`src/rtl/legv8_fetch_unit.sv`:
```
`default_nettype none
// ============================================================================
// Module      : legv8_fetch_unit
// Description : LEGv8 multi-cycle instruction fetch stage (PC, IR, IMEM
//               handshake, timeout/misalignment fault). Optional performance
//               counters are enabled by defining FETCH_PERF_CNT_EN.
// Revision    : 1.0 - initial release
// ============================================================================
module legv8_fetch_unit #(
   parameter logic [63:0] RESET_PC       = 64'h0,
   parameter int          TIMEOUT_CYCLES = 16
) (
   input  logic        CLOCK,
   input  logic        RESET,
   input  logic        FETCH_EN,
   input  logic        INSTR_ACK,
   input  logic        BRANCH_TAKEN,
   input  logic [63:0] BRANCH_TARGET,
   output logic [63:0] IMEM_ADDR,
   output logic        IMEM_REQ,
   input  logic [31:0] IMEM_RDATA,
   input  logic        IMEM_VALID,
   output logic [63:0] INSTRUCTION,
   output logic        INSTR_VALID,
   output logic [63:0] PC,
   output logic        FETCH_FAULT
`ifdef FETCH_PERF_CNT_EN
   ,
   output logic [31:0] FETCH_COUNT,
   output logic [31:0] STALL_COUNT
`endif
);

   localparam logic [1:0] S_IDLE = 2'd0;
   localparam logic [1:0] S_WAIT = 2'd1;
   localparam logic [1:0] S_HOLD = 2'd2;

   // The counter holds the number of completed S_WAIT cycles, so the last
   // permitted cycle is seen when it equals TIMEOUT_CYCLES-1.
   localparam logic [7:0] c_cnt_last = 8'(TIMEOUT_CYCLES - 1);

   logic [1:0]  r_state;
   logic [1:0]  w_state_nxt;
   logic [63:0] r_pc;
   logic [31:0] r_ir;
   logic        r_imem_req;
   logic        r_instr_valid;
   logic        r_fault;
   logic [7:0]  r_cnt;

   logic        w_timeout;
   logic        w_capture;
   logic        w_timeout_fault;
   logic        w_ack;
   logic        w_misaligned;
   logic        w_imem_req_nxt;
   logic        w_instr_valid_nxt;
   logic        w_fault_nxt;
   logic [63:0] w_pc_nxt;
   logic [7:0]  w_cnt_nxt;

   assign w_timeout = (r_cnt == c_cnt_last);

   // State register and registered outputs
   always_ff @(posedge CLOCK or posedge RESET) begin
      if (RESET) begin
         r_state       <= S_IDLE;
         r_pc          <= RESET_PC;
         r_ir          <= 32'h0;
         r_imem_req    <= 1'b0;
         r_instr_valid <= 1'b0;
         r_fault       <= 1'b0;
         r_cnt         <= 8'h0;
      end else begin
         r_state       <= w_state_nxt;
         r_pc          <= w_pc_nxt;
         r_imem_req    <= w_imem_req_nxt;
         r_instr_valid <= w_instr_valid_nxt;
         r_fault       <= w_fault_nxt;
         r_cnt         <= w_cnt_nxt;
         if (w_capture) begin
            r_ir <= IMEM_RDATA;
         end
      end
   end

   // Next-state logic; data arriving on the timeout cycle takes priority
   always_comb begin
      w_state_nxt = r_state;
      case (r_state)
         S_IDLE: begin
            if (FETCH_EN && !r_fault) begin
               w_state_nxt = S_WAIT;
            end
         end
         S_WAIT: begin
            if (IMEM_VALID) begin
               w_state_nxt = S_HOLD;
            end else if (w_timeout) begin
               w_state_nxt = S_IDLE;
            end
         end
         S_HOLD: begin
            if (INSTR_ACK) begin
               w_state_nxt = S_IDLE;
            end
         end
         default: w_state_nxt = S_IDLE;
      endcase
   end

   // Output / datapath next values
   always_comb begin
      w_capture         = (r_state == S_WAIT) && IMEM_VALID;
      w_timeout_fault   = (r_state == S_WAIT) && !IMEM_VALID && w_timeout;
      w_ack             = (r_state == S_HOLD) && INSTR_ACK;
      w_misaligned      = w_ack && BRANCH_TAKEN && (BRANCH_TARGET[1:0] != 2'b00);
      w_imem_req_nxt    = (w_state_nxt == S_WAIT);
      w_instr_valid_nxt = (w_state_nxt == S_HOLD);
      w_fault_nxt       = r_fault | w_timeout_fault | w_misaligned;
      w_cnt_nxt         = (r_state == S_WAIT) ? r_cnt + 8'd1 : 8'd0;
      w_pc_nxt          = r_pc;
      if (w_ack) begin
         if (!BRANCH_TAKEN) begin
            w_pc_nxt = r_pc + 64'd4;
         end else if (!w_misaligned) begin
            w_pc_nxt = BRANCH_TARGET;
         end
      end
   end

   assign IMEM_ADDR   = r_pc;
   assign PC          = r_pc;
   assign IMEM_REQ    = r_imem_req;
   assign INSTR_VALID = r_instr_valid;
   assign INSTRUCTION = {32'h0, r_ir};
   assign FETCH_FAULT = r_fault;

`ifdef FETCH_PERF_CNT_EN
   logic [31:0] r_fetch_count;
   logic [31:0] r_stall_count;

   // Saturating counters
   always_ff @(posedge CLOCK or posedge RESET) begin
      if (RESET) begin
         r_fetch_count <= 32'h0;
         r_stall_count <= 32'h0;
      end else if (r_state == S_WAIT) begin
         if (IMEM_VALID) begin
            if (r_fetch_count != 32'hFFFF_FFFF) begin
               r_fetch_count <= r_fetch_count + 32'd1;
            end
         end else if (r_stall_count != 32'hFFFF_FFFF) begin
            r_stall_count <= r_stall_count + 32'd1;
         end
      end
   end

   assign FETCH_COUNT = r_fetch_count;
   assign STALL_COUNT = r_stall_count;
`endif

endmodule
`default_nettype wire

```
`config.mk`:
```
export PLATFORM = sky130hd
export DESIGN_NAME = legv8_fetch_unit
export DESIGN_NICKNAME = d
export VERILOG_FILES = /design/src/rtl/legv8_fetch_unit.sv
export SDC_FILE = /design/constraint.sdc
export NUM_CORES = 1
export LEC_CHECK = 0
export BUFFER_PORTS_ARGS = -buffer_cell sky130_fd_sc_hd__buf_4
export CELL_PAD_IN_SITES_DETAIL_PLACEMENT = 1
export CELL_PAD_IN_SITES_GLOBAL_PLACEMENT = 2
export CORE_MARGIN = 3
export CORE_UTILIZATION = 25
export CTS_CLUSTER_DIAMETER = 60
export DETAILED_ROUTE_END_ITERATION = 16
export GPL_TIMING_DRIVEN = 1
export PLACE_DENSITY_LB_ADDON = 0.1
export SYNTH_ARGS = -nofsm -noshare
export SYNTH_HDL_FRONTEND = slang
export SYNTH_SLANG_ARGS = --single-unit
```
`constraint.sdc`:
```
create_clock -name CLOCK -period 3 [get_ports CLOCK]
set_input_delay 0.3 -clock CLOCK [delete_from_list [all_inputs] [get_ports CLOCK]]
set_output_delay 0.3 -clock CLOCK [all_outputs]
set_load 0.01 [all_outputs]
```
==> flow_summary.ini <==
[sta]
period_share = 0.849
fmax_mhz = 392
worst_hold_slack_ns = 0.0241
hold_viol = 0
rsz0062_at_grt = false
skew_ns = 0.0177
slew_violations = 0
setup_violations = 0
max_slew_margin = 0.485
fin_crit_ns = 2.55
tightest_slew_ns = 0.773
tns_ns = 0

[power]
pwr-share-comb = 0.436
p_switching_uw = 2880
p_per_area_nw_per_um2 = 782
vdd_ir_drop_max_v = 0.000284
clkPwrFrac = 0.179
sw_frac_of_total = 0.405
leakage_uw = 0.00405
seq_power_share = 0.385
total_power_uw = 7100
intPower_uw = 4220

[logic_synthesis]
synth-seq-cells = 109
syn-cell-area_um2 = 6890
synth-edff-count = 0
synth_top_area_share = 0.396
synth.avg_cell_area_um2 = 9.02
async_flop_share = 1.00
synth_area_leaders = dfrtp_1 40%, buf_4 10%, mux2_2 5.2%
netlist_instances = 764
synth_most_common_cell = dfrtp_1
synth_seq_area_share = 0.396
yosys_warnings = 0
ys_dominant_reg_cell = dfrtp_1
yosys-top-cells-count = 109 x dfrtp_1, 96 x buf_4, 54 x nor2_1, 48 x nand2_1
synth_cell_types = 66
synth_largest_area_cell = dfrtp_1

[finish]
synthToLayoutAreaGrowth_pct = 31.7
fin_util = 0.336
diodes = 0
drive_above_1_share = 0.376
nets = 1060
layout.cells.non_filler = 1302

[flow_run]
cap_violations = 0

[route]
drt_iter0_drc = 303
drtPass1Iterations = 4
avgRoutedWirePerCell_um = 20.6
viasPerCell = 5.01
drcViolationCount = 0
drtAntennaViolNets = 0
wl_mm = 26.9
via_count = 6528

[placed_design]
placed_cells = 1286
gp_congestion = 0.756
hpwl_mm = 20.1
portBuffers = 264

[setup_path]
slowest_stage = nor4_2
max_stage_delay_ns = 0.57
critPathCaptureType = register
path_cells = nand4_4 > nor4_2 > nand4_2 > or4_1 > o311a_1
cp_max_fo = 10
startpoint_type = register
cp_data_arrival_time_ns = 2.79
required_ns = 3.24
critPathKind = register to register

[global_route]
grt_max_degree = 110
first_global_vias = 6798
antenna_found_initial = 1
grt-ovfl-total = 0
grt_use_total = 0.176
grt_pass1_wl_mm = 40.7

[clock_tree]
clk-insertion-delay-late_ns = 0.36
root_buffer = clkbuf_16
cts_tree = built
cts_setup_buffers = 0
clock-sinks = 109
cts_buffers = 9
clk_pin_slew_worst_paths_ns = 0.09
cts_resized = 0
cts-htree-levels = 3
ctsHoldBuffers = 0
cts_max_path_buffers = 2

[floorplan]
rows = 60
ios = 297
initial_core_util = 0.255
core_um2 = 27000
die_w_um = 172
die_h_um = 172
die_area_um2 = 29600

[status]
status = complete, no violations

[hold_path]
min_path_type = input port to async pin
## worst max-delay path, delay by kind of cell (launching register included)
kind	cells	cell delay, ns
AO/OA/AOI/OAI	1	0.12
AND/OR/NAND/NOR	4	1.77
flip-flops	1	0.54
## path summary, 6_finish.rpt
check	startpoint	end	slack [ns]	cells after the start
worst max-delay path	IMEM_ADDR[19]	IMEM_ADDR[48]	0.45	5
worst min-delay path	RESET	r_ir[4]	0.02	3
worst max register to register	IMEM_ADDR[19]	IMEM_ADDR[48]	0.45	5
worst min register to register	r_cnt[0]	r_cnt[0]	0.47	1
max in group asynchronous	RESET	IMEM_ADDR[39]	2.30	3
min in group CLOCK	BRANCH_TARGET[31]	IMEM_ADDR[31]	0.14	3
## per-layer routing
metal / track usage / share of wire / up-vias
met5: 0 / 0.00074 / -
met4: 0.0326 / 0.0087 / 2
met3: 0.0457 / 0.067 / 19
met2: 0.298 / 0.48 / 186
met1: 0.230 / 0.44 / 3231
li1: - / - / 3090
## state kept, by name (all words and copies together), names as in the netlist
signal	count
INSTR_VALID	1
IMEM_ADDR	64
FETCH_FAULT	1
r_ir	32
IMEM_REQ	1
r_cnt	8
r_state	2
## cell usage in the layout (no fill, tap or decap), types with 7 or more instances in the layout
master / instances
nand3_1: 42
or4_1: 7
mux2_2: 32
clkbuf_16: 9
nor4_1: 12
and4_1: 13
and3_1: 23
or3_1: 11
a31oi_1: 8
nor2_1: 53
o211ai_1: 8
nand2_1: 47
nor3_1: 24
a21oi_1: 42
inv_1: 7
nand4_1: 29
dfrtp_1: 109
conb_1: 32
o21ai_0: 42
buf_4: 286
## stage by stage
step	cell area, um2	worst slack (ns)
after floorplan	7010	0.789
after global placement	8770	0.528
after detailed placement	8770	0.471
after CTS	9080	0.439
after global routing	9080	0.268
final	9080	0.452
## cells by family after synthesis
kind of cell,synth area share
buffers and inverters,0.134
XOR/XNOR,0.00763
adder cells (fa/ha/maj),0.00363
flip-flops,0.396
multiplexers,0.0552
AND/OR/NAND/NOR,0.255
other,0.000544
AO/OA/AOI/OAI,0.148
## power by group through the flow
stage / clock network, uW / registers [uW] / logic, uW
floorplan: 0 / 2810 / 1580
global placement: 0 / 2740 / 3160
detailed placement: 0 / 2770 / 3150
CTS: 1340 / 2750 / 3160
global route: 1380 / 2860 / 3400
finish: 1270 / 2730 / 3090
## final cells by class
cell class | count | area, um2
inverter | 9 | 37.5
tap | 341 | 427
sequential | 109 | 2730
clock inverter | 7 | 83.8
timing repair buffer | 289 | 2210
clock buffer | 9 | 225
multi-input combinational | 538 | 3370
fill | 3157 | 17900
(Power assumes the default switching activity.)
